<file path="src/rtl/hazard_ctrl_pkg.sv">
// Shared types and constants for the pipeline hazard/sequencing controller.
package hazard_ctrl_pkg;

    typedef enum logic [2:0] {
        STG_FE,
        STG_DE,
        STG_EX,
        STG_MEM,
        STG_WB
    } stage_e;

    // Inter-stage registers are indexed by the stage that feeds them.
    localparam int N_PREG = 4;
    localparam int PR_FD  = int'(STG_FE);
    localparam int PR_DE  = int'(STG_DE);
    localparam int PR_EM  = int'(STG_EX);
    localparam int PR_MW  = int'(STG_MEM);

    typedef enum logic [1:0] {
        IDLE,
        DRAIN,
        REDIRECT,
        ISR
    } irq_state_e;

    localparam int DRAIN_CYCLES_DEF = 3;

    function automatic int cnt_width(input int n);
        return (n < 1) ? 1 : $clog2(n + 1);
    endfunction

endpackage

</file>
<file path="src/rtl/hazard_ctrl_if.sv">
// Pipeline status inputs and hold/clear/redirect controls exchanged with the hazard controller.
interface hazard_ctrl_if #(
    parameter int REG_AW = 4
);
    logic              fe_busy;
    logic              ex_busy;
    logic              mem_busy;
    logic [REG_AW-1:0] de_rs1;
    logic [REG_AW-1:0] de_rs2;
    logic              de_uses_rs1;
    logic              de_uses_rs2;
    logic              ex_is_load;
    logic [REG_AW-1:0] ex_rd;
    logic              branch_taken;
    logic              irq;
    logic              reti_ex;

    logic              pc_hold;
    logic              hold_fd, hold_de, hold_em, hold_mw;
    logic              clear_fd, clear_de, clear_em, clear_mw;
    logic              irq_redirect;
    logic              in_isr;

    modport master (
        output fe_busy, ex_busy, mem_busy, de_rs1, de_rs2, de_uses_rs1, de_uses_rs2,
               ex_is_load, ex_rd, branch_taken, irq, reti_ex,
        input  pc_hold, hold_fd, hold_de, hold_em, hold_mw,
               clear_fd, clear_de, clear_em, clear_mw, irq_redirect, in_isr
    );

    modport slave (
        input  fe_busy, ex_busy, mem_busy, de_rs1, de_rs2, de_uses_rs1, de_uses_rs2,
               ex_is_load, ex_rd, branch_taken, irq, reti_ex,
        output pc_hold, hold_fd, hold_de, hold_em, hold_mw,
               clear_fd, clear_de, clear_em, clear_mw, irq_redirect, in_isr
    );

endinterface

</file>
<file path="src/rtl/hazard_ctrl_hazard_detect.sv">
// Combinational load-use comparator: a load in EX feeding a used source of the DE instruction.
module hazard_detect #(
    parameter int REG_AW = 4
) (
    input  logic              ex_is_load,
    input  logic [REG_AW-1:0] ex_rd,
    input  logic [REG_AW-1:0] de_rs1,
    input  logic [REG_AW-1:0] de_rs2,
    input  logic              de_uses_rs1,
    input  logic              de_uses_rs2,
    output logic              load_use
);

    logic rd_live;
    logic rs1_hit;
    logic rs2_hit;

    // Register 0 is hardwired, so a load targeting it can never create a dependency.
    assign rd_live  = ex_is_load & (ex_rd != '0);
    assign rs1_hit  = de_uses_rs1 & (de_rs1 == ex_rd);
    assign rs2_hit  = de_uses_rs2 & (de_rs2 == ex_rd);
    assign load_use = rd_live & (rs1_hit | rs2_hit);

endmodule

</file>
<file path="src/rtl/hazard_ctrl.sv">
// Pipeline hazard priority logic plus interrupt-entry FSM (IDLE/DRAIN/REDIRECT/ISR).
// Optional stall counter output is built only when HAZARD_PERF_EN is defined.
module hazard_ctrl
    import hazard_ctrl_pkg::*;
#(
    parameter int REG_AW       = 4,
    parameter int DRAIN_CYCLES = DRAIN_CYCLES_DEF,
    parameter int PERF_W       = 32
) (
    input  logic              clk,
    input  logic              nreset,
    hazard_ctrl_if.slave      bus
`ifdef HAZARD_PERF_EN
    ,
    output logic [PERF_W-1:0] stall_count
`endif
);

    localparam int               CNT_W    = cnt_width(DRAIN_CYCLES);
    localparam logic [CNT_W-1:0] CNT_LOAD = CNT_W'(DRAIN_CYCLES);
    localparam logic [CNT_W-1:0] CNT_ONE  = CNT_W'(1);

    if (PERF_W < 1 || DRAIN_CYCLES < 0) begin : g_bad_param
        $error("hazard_ctrl: PERF_W must be >= 1 and DRAIN_CYCLES >= 0");
    end

    irq_state_e        state_reg, state_next;
    logic [CNT_W-1:0]  cnt_reg, cnt_next;
    logic              in_isr_reg;
    logic              load_use;
    logic              ex_stall;
    logic              br_eff;
    logic              pc_hold;
    logic              irq_redirect;
    logic [N_PREG-1:0] hold_raw;
    logic [N_PREG-1:0] clear_raw;
    logic [N_PREG-1:0] hold_vec;

    hazard_detect #(.REG_AW(REG_AW)) u_detect (
        .ex_is_load  (bus.ex_is_load),
        .ex_rd       (bus.ex_rd),
        .de_rs1      (bus.de_rs1),
        .de_rs2      (bus.de_rs2),
        .de_uses_rs1 (bus.de_uses_rs1),
        .de_uses_rs2 (bus.de_uses_rs2),
        .load_use    (load_use)
    );

    // A branch only counts once EX is actually advancing and nothing above it wins.
    assign ex_stall = bus.mem_busy | bus.ex_busy;
    assign br_eff   = bus.branch_taken & ~ex_stall & ~load_use;

    always_ff @(posedge clk or negedge nreset) begin
        if (!nreset) begin
            state_reg  <= IDLE;
            cnt_reg    <= '0;
            in_isr_reg <= 1'b0;
        end else begin
            state_reg  <= state_next;
            cnt_reg    <= cnt_next;
            in_isr_reg <= (state_next == ISR);
        end
    end

    always_comb begin
        state_next = state_reg;
        cnt_next   = cnt_reg;
        case (state_reg)
            IDLE: begin
                if (bus.irq && !in_isr_reg) begin
                    state_next = DRAIN;
                    cnt_next   = CNT_LOAD;
                end
            end
            DRAIN: begin
                if (br_eff) begin
                    cnt_next = CNT_LOAD;
                end else if (!ex_stall) begin
                    if (cnt_reg <= CNT_ONE) begin
                        state_next = REDIRECT;
                        cnt_next   = '0;
                    end else begin
                        cnt_next = cnt_reg - CNT_ONE;
                    end
                end
            end
            REDIRECT: state_next = ISR;
            ISR: begin
                if (bus.reti_ex && !ex_stall) state_next = IDLE;
            end
            default: state_next = IDLE;
        endcase
    end

    always_comb begin
        pc_hold      = 1'b0;
        irq_redirect = 1'b0;
        hold_raw     = '0;
        clear_raw    = '0;
        if (bus.mem_busy) begin
            pc_hold          = 1'b1;
            hold_raw[PR_FD]  = 1'b1;
            hold_raw[PR_DE]  = 1'b1;
            hold_raw[PR_EM]  = 1'b1;
            clear_raw[PR_MW] = 1'b1;
        end else if (bus.ex_busy) begin
            pc_hold          = 1'b1;
            hold_raw[PR_FD]  = 1'b1;
            hold_raw[PR_DE]  = 1'b1;
            clear_raw[PR_EM] = 1'b1;
        end else if (load_use) begin
            pc_hold          = 1'b1;
            hold_raw[PR_FD]  = 1'b1;
            clear_raw[PR_DE] = 1'b1;
        end else if (br_eff) begin
            clear_raw[PR_FD] = 1'b1;
            clear_raw[PR_DE] = 1'b1;
        end else if (bus.fe_busy) begin
            pc_hold          = 1'b1;
            clear_raw[PR_FD] = 1'b1;
        end

        // Drain starves fetch but lets a resolved branch target reach the PC.
        case (state_reg)
            DRAIN: begin
                clear_raw[PR_FD] = 1'b1;
                pc_hold          = ~br_eff;
            end
            REDIRECT: begin
                clear_raw[PR_FD] = 1'b1;
                irq_redirect     = 1'b1;
                pc_hold          = 1'b0;
            end
            default: ;
        endcase
    end

    for (genvar gi = 0; gi < N_PREG; gi++) begin : g_hold_mask
        assign hold_vec[gi] = hold_raw[gi] & ~clear_raw[gi];
    end

    assign bus.pc_hold      = pc_hold;
    assign bus.hold_fd      = hold_vec[PR_FD];
    assign bus.hold_de      = hold_vec[PR_DE];
    assign bus.hold_em      = hold_vec[PR_EM];
    assign bus.hold_mw      = hold_vec[PR_MW];
    assign bus.clear_fd     = clear_raw[PR_FD];
    assign bus.clear_de     = clear_raw[PR_DE];
    assign bus.clear_em     = clear_raw[PR_EM];
    assign bus.clear_mw     = clear_raw[PR_MW];
    assign bus.irq_redirect = irq_redirect;
    assign bus.in_isr       = in_isr_reg;

`ifdef HAZARD_PERF_EN
    logic [PERF_W-1:0] stall_count_reg;

    always_ff @(posedge clk or negedge nreset) begin
        if (!nreset) begin
            stall_count_reg <= '0;
        end else if (pc_hold && (stall_count_reg != '1)) begin
            stall_count_reg <= stall_count_reg + PERF_W'(1);
        end
    end

    assign stall_count = stall_count_reg;
`endif

endmodule

</file>
<file path="src/flat_wrapper.sv">
// flat-port wrapper written by rule: the top's interface ports become plain ports
module hazard_ctrl_flat import hazard_ctrl_pkg::*;
#(
    parameter int REG_AW       = 4,
    parameter int DRAIN_CYCLES = DRAIN_CYCLES_DEF,
    parameter int PERF_W       = 32
)
  (clk, nreset, bus_fe_busy, bus_ex_busy, bus_mem_busy, bus_de_rs1, bus_de_rs2, bus_de_uses_rs1, bus_de_uses_rs2, bus_ex_is_load, bus_ex_rd, bus_branch_taken, bus_irq, bus_reti_ex, bus_pc_hold, bus_hold_fd, bus_hold_de, bus_hold_em, bus_hold_mw, bus_clear_fd, bus_clear_de, bus_clear_em, bus_clear_mw, bus_irq_redirect, bus_in_isr);
  hazard_ctrl_if #(.REG_AW(REG_AW)) bus_i ();
  input  logic clk;
  input  logic nreset;
  input wire logic [$bits(bus_i.fe_busy)-1:0] bus_fe_busy;
  input wire logic [$bits(bus_i.ex_busy)-1:0] bus_ex_busy;
  input wire logic [$bits(bus_i.mem_busy)-1:0] bus_mem_busy;
  input wire logic [$bits(bus_i.de_rs1)-1:0] bus_de_rs1;
  input wire logic [$bits(bus_i.de_rs2)-1:0] bus_de_rs2;
  input wire logic [$bits(bus_i.de_uses_rs1)-1:0] bus_de_uses_rs1;
  input wire logic [$bits(bus_i.de_uses_rs2)-1:0] bus_de_uses_rs2;
  input wire logic [$bits(bus_i.ex_is_load)-1:0] bus_ex_is_load;
  input wire logic [$bits(bus_i.ex_rd)-1:0] bus_ex_rd;
  input wire logic [$bits(bus_i.branch_taken)-1:0] bus_branch_taken;
  input wire logic [$bits(bus_i.irq)-1:0] bus_irq;
  input wire logic [$bits(bus_i.reti_ex)-1:0] bus_reti_ex;
  output wire logic [$bits(bus_i.pc_hold)-1:0] bus_pc_hold;
  output wire logic [$bits(bus_i.hold_fd)-1:0] bus_hold_fd;
  output wire logic [$bits(bus_i.hold_de)-1:0] bus_hold_de;
  output wire logic [$bits(bus_i.hold_em)-1:0] bus_hold_em;
  output wire logic [$bits(bus_i.hold_mw)-1:0] bus_hold_mw;
  output wire logic [$bits(bus_i.clear_fd)-1:0] bus_clear_fd;
  output wire logic [$bits(bus_i.clear_de)-1:0] bus_clear_de;
  output wire logic [$bits(bus_i.clear_em)-1:0] bus_clear_em;
  output wire logic [$bits(bus_i.clear_mw)-1:0] bus_clear_mw;
  output wire logic [$bits(bus_i.irq_redirect)-1:0] bus_irq_redirect;
  output wire logic [$bits(bus_i.in_isr)-1:0] bus_in_isr;
  assign bus_i.fe_busy = bus_fe_busy;
  assign bus_i.ex_busy = bus_ex_busy;
  assign bus_i.mem_busy = bus_mem_busy;
  assign bus_i.de_rs1 = bus_de_rs1;
  assign bus_i.de_rs2 = bus_de_rs2;
  assign bus_i.de_uses_rs1 = bus_de_uses_rs1;
  assign bus_i.de_uses_rs2 = bus_de_uses_rs2;
  assign bus_i.ex_is_load = bus_ex_is_load;
  assign bus_i.ex_rd = bus_ex_rd;
  assign bus_i.branch_taken = bus_branch_taken;
  assign bus_i.irq = bus_irq;
  assign bus_i.reti_ex = bus_reti_ex;
  assign bus_pc_hold = bus_i.pc_hold;
  assign bus_hold_fd = bus_i.hold_fd;
  assign bus_hold_de = bus_i.hold_de;
  assign bus_hold_em = bus_i.hold_em;
  assign bus_hold_mw = bus_i.hold_mw;
  assign bus_clear_fd = bus_i.clear_fd;
  assign bus_clear_de = bus_i.clear_de;
  assign bus_clear_em = bus_i.clear_em;
  assign bus_clear_mw = bus_i.clear_mw;
  assign bus_irq_redirect = bus_i.irq_redirect;
  assign bus_in_isr = bus_i.in_isr;
  hazard_ctrl #(.REG_AW(REG_AW), .DRAIN_CYCLES(DRAIN_CYCLES), .PERF_W(PERF_W)) u_core (.clk(clk), .nreset(nreset), .bus(bus_i));
endmodule
</file>
<file path="config.mk">
export PLATFORM = sky130hd
export DESIGN_NAME = hazard_ctrl_flat
export DESIGN_NICKNAME = d
export VERILOG_FILES = /design/src/rtl/hazard_ctrl_pkg.sv /design/src/rtl/hazard_ctrl_if.sv /design/src/rtl/hazard_ctrl_hazard_detect.sv /design/src/rtl/hazard_ctrl.sv /design/src/flat_wrapper.sv
export SDC_FILE = /design/constraint.sdc
export NUM_CORES = 1
export LEC_CHECK = 0
export BUFFER_PORTS_ARGS = -buffer_cell sky130_fd_sc_hd__buf_4
export CAP_MARGIN = 10
export CORE_MARGIN = 8
export CORE_UTILIZATION = 44
export CTS_BUF_LIST = sky130_fd_sc_hd__clkbuf_8
export CTS_CLUSTER_DIAMETER = 30
export DETAILED_ROUTE_END_ITERATION = 10
export GPL_ROUTABILITY_DRIVEN = 0
export PLACE_DENSITY = 0.87
export SLEW_MARGIN = 5
export SYNTH_ARGS = -nofsm -noshare
export SYNTH_HDL_FRONTEND = slang
export SYNTH_SLANG_ARGS = --single-unit
</file>
<file path="constraint.sdc">
create_clock -name clk -period 1.9 [get_ports clk]
set_input_delay 0.095 -clock clk [delete_from_list [all_inputs] [get_ports clk]]
set_output_delay 0.095 -clock clk [all_outputs]
set_load 0.005 [all_outputs]
</file>
Word-level counts from Yosys, hierarchy flattened
Index checks and enable logic that the tools add are counted.
Cells by class
  add/subtract/negate cells: 1
  $lt $le $gt $ge: 1
  equality and inequality tests: 8
  muxes and demuxes: 30
  bitwise gates (word level): 17
  reduce and logical (&&, ||, !) cells: 9
Operator list (count)
  $mux 2: 11
  $mux 1: 15
  $and 1x1->1: 9
  $eq 4x4->1: 2
  $pmux 2 s4: 1
  $eq 2x2->1 const B: 3
  $not 1->1: 6
  $pmux 2 s2: 1
  $reduce_bool 4->1: 1
  $mux 3: 1
  $ne 3x3->1 const B: 1
  $reduce_and 3->1: 1
  $eq 2x1->1 const B: 1
  $le 2x1->1 const B: 1
  $logic_and 1x1->1: 2
  $logic_not 1->1: 2
  $logic_not 2->1: 1
  $ne 2x1->1 const B: 1
  $or 1x1->1: 2
  $pmux 1 s2: 1
  $reduce_bool 2->1: 1
  $reduce_or 2->1: 1
  $sub 2x1->2 const B: 1
Word-level totals
  register bits: 5
  bits of input ports: 23
  output and inout port bits: 11
  logic and storage cells: 69

Longest topological paths before layout
  depth after elaboration: 13
  depth in mapped cells: 7
  depth with buffers taken out: 6

Hierarchy
Synthesis repeated with hierarchy kept, for this count alone.
Second synthesis, totals
  cells, all modules: 64
  area total of the unflattened synthesis: 535.5 µm²
Modules (own cells, without submodules)
  hazard_ctrl: instances 1, cells an instance 50, area an instance 431.7 µm², seq. area each 125.1 µm²
  hazard_detect: instances 1, cells an instance 14, area an instance 103.8 µm², seq. area each 0.0 µm²

Least setup slack after synthesis
OpenSTA, ideal clock, no wires.
  path kind: reg-to-reg
  start: reg u_core.state_reg[1]
  end: reg u_core.in_isr_reg (netlist: u_core.bus.in_isr)
  setup time: 0.126 ns
  arrival: 1.426 ns
  data required time: 1.774 ns
  path slack: 0.348 ns
  cell stages (with the launch flop): 7
  buffers on the path: 0
  clock period less this slack: 1.552 ns
  cell sequence: dfrtp_1 > inv_1 > ha_1 > or2_1 > nor4_1 > a21oi_2 > o311a_1
On the way
  elaborated cells on any way between the ends: 11
  classes of those cells: 4 x eq/ne; 6 x mux; 1 x reduce/logical
RTL lines
  from (decl): line hazard_ctrl.sv:27  | irq_state_e state_reg, state_next;
  from (signal assigned): line hazard_ctrl.sv:59  | state_reg <= state_next;
  $eq 2x2->1, or another cell as far along: line hazard_ctrl.sv:68  | case (state_reg)
  $pmux 2 s4 *: line hazard_ctrl.sv:68
  named net u_core.state_next[0]: line hazard_ctrl.sv:27
  $eq 2x2->1 *: line hazard_ctrl.sv:61  | in_isr_reg <= (state_next == ISR);
  to (signal assigned): line hazard_ctrl.sv:61
  to (decl): line hazard_ctrl.sv:29  | logic in_isr_reg;
The timed path passes the listed nets; every way through them passes the cells marked *.
A chain may end at the register's enable or synchronous reset.

Worst setup path after layout
Ends and elaborated chain as after synthesis.

==> results_dict.tcl <==
set metrics [dict create \
    grt_max_degree 10 \
    cp-start-kind "flip-flop" \
    synth.yosys.warnings 0 \
    p_leak_nw 0.414 \
    finClkSkew_ns 0.00287 \
    clockBufferDepth 2 \
    fin_crit_sh_pct 90.5 \
    gr-total-overflow 0 \
    syn-cell-area_sq_um 578 \
    pwr-share-seq_pct 20.3 \
    synthFlopType "dfrtp_1" \
    postRouteAntennaNets 0 \
    p_comb_share_pct 61.5 \
    path_cells "inv_1 -> ha_1 -> or2_1 -> nor4_1 -> a21oi_2 -> o311a_1" \
    met1_usage_pct 11.2 \
    hold_viol_final 0 \
    setup_slack_ns 0.181 \
    timing.rr.start "u_core.state_reg[1]" \
    grt_pass1_wl_um 2770 \
    drv_cap 0 \
    r2r_end "u_core.bus.in_isr" \
    path_clk_slew_ns 0.04 \
    detailedPlace.worstSlack_ns 0.182 \
    start_util_pct 45.6 \
    rr_worst_depth 6 \
    peakVddDrop_v 0.000768 \
    coreArea_sq_um 1270 \
    crit_fanout 6 \
    async_reset_ff_share_pct 100 \
    vias_per_cell 5.18 \
    crit_type "reg -> reg" \
    p_clk_share_pct 18.3 \
    use_met2_pct 27.0 \
    dpl.hpwl_um 1460 \
    synth_enable_flop_cells 0 \
    avgSynthCellArea_sq_um 8.14 \
    die_w_um 52.2 \
    final_nets 132 \
    die_area_sq_um 2730 \
    wl_per_cell_um 13.9 \
    diodes 0 \
    arrival_ns 1.81 \
    post-route-min-period_ns 1.72 \
    drtIter0Drc 2 \
    cts_buffers 3 \
    max_freq_ghz 0.582 \
    grt-busiest-layer "met2" \
    intPower_mw 0.619 \
    p_sw_mw 0.393 \
    slowest_delay_ns 0.43 \
    routed_wl_um 1660 \
    rsz0062_at_grt "false" \
    fill_cells 111 \
    slowest_stage "dfrtp_1" \
    drive_above_1_share_pct 38.5 \
    synth_cell_types 33 \
    hp-class "in -> async" \
    cts_root_buf "clkbuf_8" \
    die_h_um 52.2 \
    synth_top_area_cell "dfrtp_1" \
    r2r_slack_ns 0.18 \
    grt_usage_pct 12.7 \
    report.final.slew_viol_count 0 \
    clk_latency_ns 0.22 \
    pin_count 34 \
    met3_usage_pct 3.13 \
    yosys.area.top_type_share_pct 21.6 \
    grt_pass1_vias 682 \
    drc 0 \
    synth_commonest_cells "xor2_1 (6), dfrtp_1 (5), inv_1 (5)" \
    ys_top_cells_by_area "dfrtp_1 (22%), xor2_1 (9.1%), ha_1 (8.7%), nor2b_1 (4.3%), o21ai_0 (3.5%)" \
    synth_most_common_cell "xor2_1" \
    cts_tree "built" \
    path_delay_family "simple AND/OR/NAND/NOR gates" \
    power_density_nw_per_um2 1160 \
    endpoint_kind "flip-flop" \
    area_delta_synth_final_pct 50.4 \
    setup_viol_count_final 0 \
    rows 13 \
    antenna_found_initial 0 \
    cp_data_required_time_ns 1.99 \
    status "finished clean" \
    tns_ns 0 \
    synth_fp_nets 98 \
    swShare_pct 38.8 \
    vias 616 \
    htree_num_levels 1 \
    synthCells 71 \
    ys_ff_latch 5 \
    cts_sinks 5 \
    first_pass_iters 4 \
    port_buffers 32 \
    synth-seq-area-share_pct 21.6 \
    path_buf_inv 1 \
]
[through the flow]
| step | util, % | instance area, sq um | power [mW] | instances | hold WS (ns) |
|---|---|---|---|---|---|
| finish | 68.5 | 870 | 1.01 | 119 | 0.227 |
| global route | 68.5 | 870 | 1.12 | 119 | 0.238 |
| CTS | 68.5 | 870 | 1.02 | 119 | 0.211 |
| detailed placement | 64.2 | 815 | 0.829 | 114 | -0.102 |
| global placement | 64.2 | 815 | 0.801 | 114 | -0.102 |
| floorplan | - | 578 | 0.594 | 71 | -0.201 |
[cells by family (layout without fill, tap and decap cells)]
group,after synthesis,count (layout),share of synthesized area [%]
simple gates,23,23,22.5
compound gates,19,19,23.6
buf+inv,9,42,7.14
xor+xnor,8,8,12.1
flops,5,5,21.6
fa+ha+maj,4,4,8.66
mux,2,2,3.68
other cells,1,1,0.649
[layout make-up]
class                   instances  area (sq um)  area share (%)
inverters                       5          18.8            2.16
flip-flops and latches          5           125            14.4
clock inverters                 1          3.75           0.432
clock buffers                   3          41.3            4.75
repair buffers                 33           250            28.8
multi-input cells              57           412            47.3
well taps                      15          18.8            2.16
[placed cells by master (no fill, tap or decap), types with 3 or more instances in the layout]
cell      netlist  final
nor3_1          3      3
buf_4           2     32
o21ai_0         4      4
nor2_1          4      4
nor2b_1         4      4
nand4_1         3      3
inv_1           5      6
xor2_1          6      6
a21oi_1         3      3
ha_1            4      4
dfrtp_1         5      5
clkbuf_8        0      3
[metal layers]
layer / vias to the layer above / part of all wire [%]
met3: 0 / 7.1
met1: 286 / 35
met2: 15 / 58
li1: 315 / -
met5: - / 0
met4: 0 / 0
[worst register-to-register path, delay by kind of cell (launching register included)]
kind / cells / cell delay (ns)
AND/OR/NAND/NOR: 2 / 0.54
buffers and inverters: 1 / 0.12
flip-flops: 1 / 0.43
AO/OA/AOI/OAI: 2 / 0.26
adder cells (fa/ha/maj): 1 / 0.25
[worst max-delay path by stage]
| stage | endpoint | slack (ns) | startpoint | cells past startpoint |
|---|---|---|---|---|
| floorplan | u_core.bus.in_isr | 0.35 | u_core.state_reg[1] | 6 |
| global placement | u_core.bus.in_isr | 0.27 | u_core.state_reg[1] | 6 |
| detailed placement | u_core.bus.in_isr | 0.18 | u_core.state_reg[1] | 6 |
| CTS | u_core.bus.in_isr | 0.17 | u_core.state_reg[1] | 6 |
| global route | u_core.bus.in_isr | 0.06 | u_core.state_reg[1] | 6 |
| finish | u_core.bus.in_isr | 0.18 | u_core.state_reg[1] | 6 |
[what timing repair did]
action                                  4_1_cts  5_1_grt
gates resized for setup                       0        0
endpoints found under the setup margin        0        0
buffers inserted                              0        0
hold buffers                                  1        0
endpoints found under the hold margin         5        0
[power by group through the flow]
| stage | Combinational [mW] | Clock, mW | Sequential, mW |
|---|---|---|---|
| finish | 0.622 | 0.185 | 0.205 |
| global route | 0.707 | 0.197 | 0.212 |
| CTS | 0.628 | 0.188 | 0.205 |
| detailed placement | 0.623 | 0 | 0.206 |
| global placement | 0.602 | 0 | 0.199 |
| floorplan | 0.403 | 0 | 0.191 |
Power figures use the tool's default switching activity.
